### config.mk
export PLATFORM = sky130hd
export DESIGN_NAME = fabric_frame_loader
export DESIGN_NICKNAME = d
export VERILOG_FILES = /design/src/rtl/fabric_config_pkg.sv /design/src/rtl/fabric_frame_loader.sv
export SDC_FILE = /design/constraint.sdc
export NUM_CORES = 1
export LEC_CHECK = 0
export ABC_AREA = 1
export BUFFER_PORTS_ARGS = -buffer_cell sky130_fd_sc_hd__buf_2
export CAP_MARGIN = 20
export CORE_AREA = 3 3 200 202
export CTS_BUF_LIST = sky130_fd_sc_hd__clkbuf_8
export DETAILED_ROUTE_END_ITERATION = 7
export DIE_AREA = 0 0 203 205
export PLACE_DENSITY = 0.63
export SYNTH_ARGS = -nofsm -noshare
export SYNTH_HDL_FRONTEND = slang
export SYNTH_SLANG_ARGS = --single-unit
export TNS_END_PERCENT = 10
### constraint.sdc
create_clock -name clk_i -period 3.6 [get_ports clk_i]
set_input_delay 1.08 -clock clk_i [delete_from_list [all_inputs] [get_ports clk_i]]
set_output_delay 1.08 -clock clk_i [all_outputs]
set_load 0.01 [all_outputs]
### src/rtl/fabric_config_pkg.sv
// Shared constants and types for the fabric configuration loader: stream
// marker words, address-word field positions and the loader state encoding.
package fabric_config_pkg;

    localparam logic [31:0] SYNC_WORD   = 32'hFAB0_FAB1;
    localparam logic [31:0] DESYNC_WORD = 32'hFAB0_FAB0;

    localparam int COL_MSB = 31;
    localparam int COL_LSB = 24;
    localparam int FRM_MSB = 23;
    localparam int FRM_LSB = 19;

    localparam int COL_W = COL_MSB - COL_LSB + 1;
    localparam int FRM_W = FRM_MSB - FRM_LSB + 1;

    typedef enum logic [1:0] {
        S_IDLE = 2'd0,
        S_ADDR = 2'd1,
        S_DATA = 2'd2,
        S_SKIP = 2'd3
    } state_t;

    // True when an address word names a frame that exists in the fabric.
    function automatic logic addr_in_range(input logic [31:0] word,
                                           input int num_cols,
                                           input int frames_per_col);
        return (int'(word[COL_MSB:COL_LSB]) < num_cols) &&
               (int'(word[FRM_MSB:FRM_LSB]) < frames_per_col);
    endfunction

endpackage

### src/rtl/fabric_frame_loader.sv
// Fabric frame loader: hunts the flash word stream for the sync word, then
// alternates between frame address words and NUM_ROWS data words, assembling
// each frame and pulsing a one-hot strobe for the addressed column/frame.
// Out-of-range addresses flag an error and their data is skipped; a falling
// edge of the reader busy flag mid-stream aborts the load.
module fabric_frame_loader
    import fabric_config_pkg::*;
#(
    parameter int NUM_COLUMNS    = 10,
    parameter int NUM_ROWS       = 8,
    parameter int FRAMES_PER_COL = 20
) (
    input  logic                                  clk_i,
    input  logic                                  rst_ni,
    input  logic [31:0]                           word_i,
    input  logic                                  word_valid_i,
    input  logic                                  reader_busy_i,
    output logic [NUM_ROWS*32-1:0]                frame_data_o,
    output logic [NUM_COLUMNS*FRAMES_PER_COL-1:0] frame_strobe_o,
    output logic                                  active_o,
    output logic                                  done_o,
    output logic                                  error_o,
    output logic [15:0]                           frames_written_o
);

    localparam int STRB_W = NUM_COLUMNS * FRAMES_PER_COL;
    localparam int IDX_W  = (STRB_W > 1) ? $clog2(STRB_W) : 1;
    localparam int RC_W   = $clog2(NUM_ROWS + 1);

    state_t                 state_q;
    logic [COL_W-1:0]       col_q;
    logic [FRM_W-1:0]       frm_q;
    logic [RC_W-1:0]        row_cnt_q;
    logic [NUM_ROWS*32-1:0] frame_data_q;
    logic                   strb_pend_q;
    logic [IDX_W-1:0]       strb_idx_q;
    logic                   busy_q;
    logic                   done_q;
    logic                   error_q;
    logic [15:0]            frames_q;

    logic                   busy_fall_s;
    logic                   desync_hit_s;
    logic                   last_row_s;
    logic [STRB_W-1:0]      strobe_s;

    assign busy_fall_s  = busy_q & ~reader_busy_i;
    // A desync word arriving alongside the busy fall is a clean end of stream.
    assign desync_hit_s = word_valid_i && (state_q == S_ADDR) && (word_i == DESYNC_WORD);
    assign last_row_s   = (row_cnt_q == RC_W'(NUM_ROWS - 1));

    // Loader FSM with frame assembly, strobe queueing and status registers.
    always_ff @(posedge clk_i or negedge rst_ni) begin
        if (!rst_ni) begin
            state_q      <= S_IDLE;
            col_q        <= '0;
            frm_q        <= '0;
            row_cnt_q    <= '0;
            frame_data_q <= '0;
            strb_pend_q  <= 1'b0;
            strb_idx_q   <= '0;
            busy_q       <= 1'b0;
            done_q       <= 1'b0;
            error_q      <= 1'b0;
            frames_q     <= 16'h0000;
        end else begin
            busy_q      <= reader_busy_i;
            done_q      <= 1'b0;
            strb_pend_q <= 1'b0;
            if (busy_fall_s && (state_q != S_IDLE) && !desync_hit_s) begin
                state_q <= S_IDLE;
                error_q <= 1'b1;
            end else if (word_valid_i) begin
                case (state_q)
                    S_IDLE: begin
                        if (word_i == SYNC_WORD) begin
                            state_q  <= S_ADDR;
                            error_q  <= 1'b0;
                            frames_q <= 16'h0000;
                        end
                    end
                    S_ADDR: begin
                        if (word_i == DESYNC_WORD) begin
                            state_q <= S_IDLE;
                            done_q  <= 1'b1;
                        end else begin
                            col_q     <= word_i[COL_MSB:COL_LSB];
                            frm_q     <= word_i[FRM_MSB:FRM_LSB];
                            row_cnt_q <= '0;
                            if (addr_in_range(word_i, NUM_COLUMNS, FRAMES_PER_COL)) begin
                                state_q <= S_DATA;
                            end else begin
                                state_q <= S_SKIP;
                                error_q <= 1'b1;
                            end
                        end
                    end
                    S_DATA: begin
                        frame_data_q[(NUM_ROWS - 1 - int'(row_cnt_q)) * 32 +: 32] <= word_i;
                        if (last_row_s) begin
                            state_q     <= S_ADDR;
                            strb_pend_q <= 1'b1;
                            strb_idx_q  <= IDX_W'(int'(col_q) * FRAMES_PER_COL + int'(frm_q));
                            if (frames_q != 16'hFFFF) begin
                                frames_q <= frames_q + 16'h0001;
                            end
                        end else begin
                            row_cnt_q <= row_cnt_q + RC_W'(1);
                        end
                    end
                    S_SKIP: begin
                        if (last_row_s) begin
                            state_q <= S_ADDR;
                        end else begin
                            row_cnt_q <= row_cnt_q + RC_W'(1);
                        end
                    end
                    default: begin
                        state_q <= S_IDLE;
                    end
                endcase
            end
        end
    end

    // One-hot decode of the queued strobe index.
    always_comb begin
        strobe_s = '0;
        if (strb_pend_q) begin
            strobe_s[strb_idx_q] = 1'b1;
        end else begin
            strobe_s = '0;
        end
    end

    assign frame_data_o     = frame_data_q;
    assign frame_strobe_o   = strobe_s;
    assign active_o         = (state_q != S_IDLE);
    assign done_o           = done_q;
    assign error_o          = error_q;
    assign frames_written_o = frames_q;

endmodule

==> flow_summary.toml <==
[route]
route.detailed.drc = 0
wl_met2_um = 27500
drtIter0Drc = 992
dr.pass1.iters = 5
viasPerCell = 4.94
detail-route-antenna-nets = 0
wl_per_cell_um = 19.0
topRoutingLayerUsed = "met4"
met3WireLength_um = 3510
wl_um = 53300
routedLengthMet1_um = 20600
num_vias = 13846

[power]
p_comb_frac = 0.296
p_switching_w = 0.00402
total_power_w = 0.0110
cellPowerDensity_mw_per_mm2 = 606
p_sw_frac = 0.364
irDropWorstVdd_uv = 429
internal-power_w = 0.00702
p_leak_nw = 9.78
clkPwrFrac = 0.297
pwr-share-seq = 0.408

[finish]
area_growth_pct = 30.4
fill_cells = 3828
fin_util = 0.474
design_area_mm2 = 0.0182
fin_nets = 2302
drive_gt1_frac = 0.285

[min_path]
whs_path_depth = 2
hold_class = "flop to flop"

[setup_path]
critPathBufInv = 2
end_kind = "primary output"
cp_slowest_cell = "nand3_1"
crit_top_cell = "nor2_1"
slowest_delay_ns = 0.57
ff2ff_setup_slack_ns = 0.55
cp.required_ns = 2.52
ff2ff_path_depth = 11
crit_fanout = 11
path_class = "flop to primary output"
cp_cell_sequence = "inv_1 -> nor2_1 -> nand3_1 -> nor2_1 -> buf_2"
critPathArrivalTime_ns = 2.45
cp-start-kind = "flop"
crit_cells = 5
critPathTopFamily = "simple AND/OR/NAND/NOR gates"

[yosys]
yosys.area_share.xor_xnor = 0.00743
yosysSeqAreaShare = 0.539
syn-instance-count = 1763
synth-simple-area-share = 0.269
synth-seq-cells = 301
synth-edff-count = 0
synth_cell_types = 33
synth_fa_ha_area_frac = 0.0154
synth_top_family_by_area = "simple AND/OR/NAND/NOR gates"
async_reset_ff_frac = 1.00
yosys_warnings = 0
synth_top_flop_cell = "dfrtp_1"
synth.cell_area_mm2 = 0.0140
yosys.area.top_type = "dfrtp_1"
synthTopCellsByArea = "dfrtp_1, nand2_1, nor2_1, o21ai_0, nand3_1"
netlist.area_leader.share = 0.539
syn-num-nets = 1815
synthTopCellsByCount = "nand2_1, nor2_1, dfrtp_1"
synth-compound-area-share = 0.108
yosys-mux-area-fraction = 0
synth_most_common_cell = "nand2_1"
syn-mean-instance-area_um2 = 7.93

[die]
fp.coreArea_mm2 = 0.0385
pin_count = 511
die_w_um = 203
die_h_um = 205
start_util = 0.364
row_count = 72
die_area_mm2 = 0.0416

[grt]
grt_usage = 0.245
grt_start_max_net_pins = 89
grt_antenna_before_repair = 2
grt_pass1_vias = 13298
grt_pass1_wl_um = 79800
grt-ovfl-total = 0

[timing]
fin_crit_sh = 0.980
fin_crit_ns = 3.53
tightest_slew_ns = 0.765
drv_slew = 0
setup_viol = 0
setup_ws_ns = 0.0710
rsz0062_at_grt = "true"
max_clock_freq_mhz = 283
finalHoldViolCount = 0
fin_skew_ns = 0.0213
timing.slew.headroom = 0.490

[clocking]
cts.sinks = 301
cts_tree = "yes"
cts_max_path_buffers = 3
cts_made_buffers = 52
cts.htree.levels = 2
path_clk_slew_ns = 0.06
clk_latency_ns = 0.59
root_buffer = "clkbuf_8"

[place]
port_buffers = 510
placed_area_mm2 = 0.0171
pre_cts_ws_ns = 0.502
dp_hpwl_um = 39700
gp_congestion = 0.912

[run_status]
status = "finished, final reports clean"

[run]
maxCapViolCount = 0
[worst min-delay path, stage by stage, from the launching register on]
cell     delay [ns]
dfrtp_1        0.33
nand2_1        0.05
o21ai_0        0.06
[final timing paths]
kind | start | to
max reg2reg | row_cnt_q[1]$_DFFE_PN0P_ | frame_data_o[145]$_DFFE_PN0P_
min | frame_data_o[126]$_DFFE_PN0P_ | frame_data_o[126]$_DFFE_PN0P_
min reg2reg | frame_data_o[126]$_DFFE_PN0P_ | frame_data_o[126]$_DFFE_PN0P_
min in group asynchronous | rst_ni | frame_data_o[167]$_DFFE_PN0P_
max in group asynchronous | rst_ni | strb_idx_q[0]$_DFFE_PN0P_
max | strb_idx_q[1]$_DFFE_PN0P_ | frame_strobe_o[74]
[power by group through the flow]
stage / combinational (W) / sequential (W) / clock (W)
final: 0.00326 / 0.00450 / 0.00328
after global routing: 0.00365 / 0.00458 / 0.00352
after detailed placement: 0.00331 / 0.00454 / 0
after global placement: 0.00327 / 0.00453 / 0
after CTS: 0.00332 / 0.00450 / 0.00337
after floorplan: 0.00157 / 0.00474 / 0
[placed cells by master, fill, tap and decap left out, drive strengths merged, types with 17 or more instances in the layout]
master | netlist | final
nand2 | 434 | 434
o31ai | 24 | 24
nor2 | 323 | 323
nor3 | 23 | 23
clkbuf | 98 | 67
buf | 15 | 546
inv | 103 | 119
a21oi | 17 | 17
nand4 | 17 | 17
nand3 | 122 | 122
dfrtp | 301 | 301
o21ai | 237 | 237
[per-layer routing]
layer,GRT usage,vias to the layer above
met5,0,-
met4,0.0792,0
met3,0.0523,99
met2,0.446,532
met1,0.288,6565
li1,-,6650
[cell type report]
cell class,instances,area (um^2),area share
antenna,2,5.00,0.000275
inverter,105,394,0.0216
sequential,301,7530,0.413
tap,518,648,0.0356
multi-input combinational,1244,5640,0.309
clock buffer,67,922,0.0506
timing repair buffer,546,2920,0.160
clock inverter,22,174,0.00954
[cells by family (layout without fill, tap and decap cells)]
group                    after synthesis  count (layout)
buffers and inverters                218             740
AO/OA/AOI/OAI                        285             285
adder cells (fa/ha/maj)               16              16
flip-flops                           301             301
XOR/XNOR                              11              11
AND/OR/NAND/NOR                      932             932
other                                  0               2
[per-stage QoR]
step                      setup TNS, ns  std cells  hold WS (ns)
after detailed placement              0       2713         0.461
after global routing              -1.33       2805         0.498
after floorplan                       0       1763         0.453
after CTS                             0       2802         0.482
after global placement                0       2713         0.457
final                                 0       2805         0.474
[registers in the layout, indices dropped and copies added, names as in the netlist]
name,cells
col_q,6
frm_q,5
error_o,1
done_o,1
frames_written_o,16
busy_q,1
strb_idx_q,8
strb_pend_q,1
frame_data_o,256
row_cnt_q,4
state_q,2
[what timing repair did]
item | 4_1_cts | 5_1_grt
endpoints found under the setup margin | 0 | 54
buffers inserted | 0 | 0
hold buffers | 0 | 0
resized for setup | 0 | 4
Note: power is estimated with default switching activity, not from simulation.
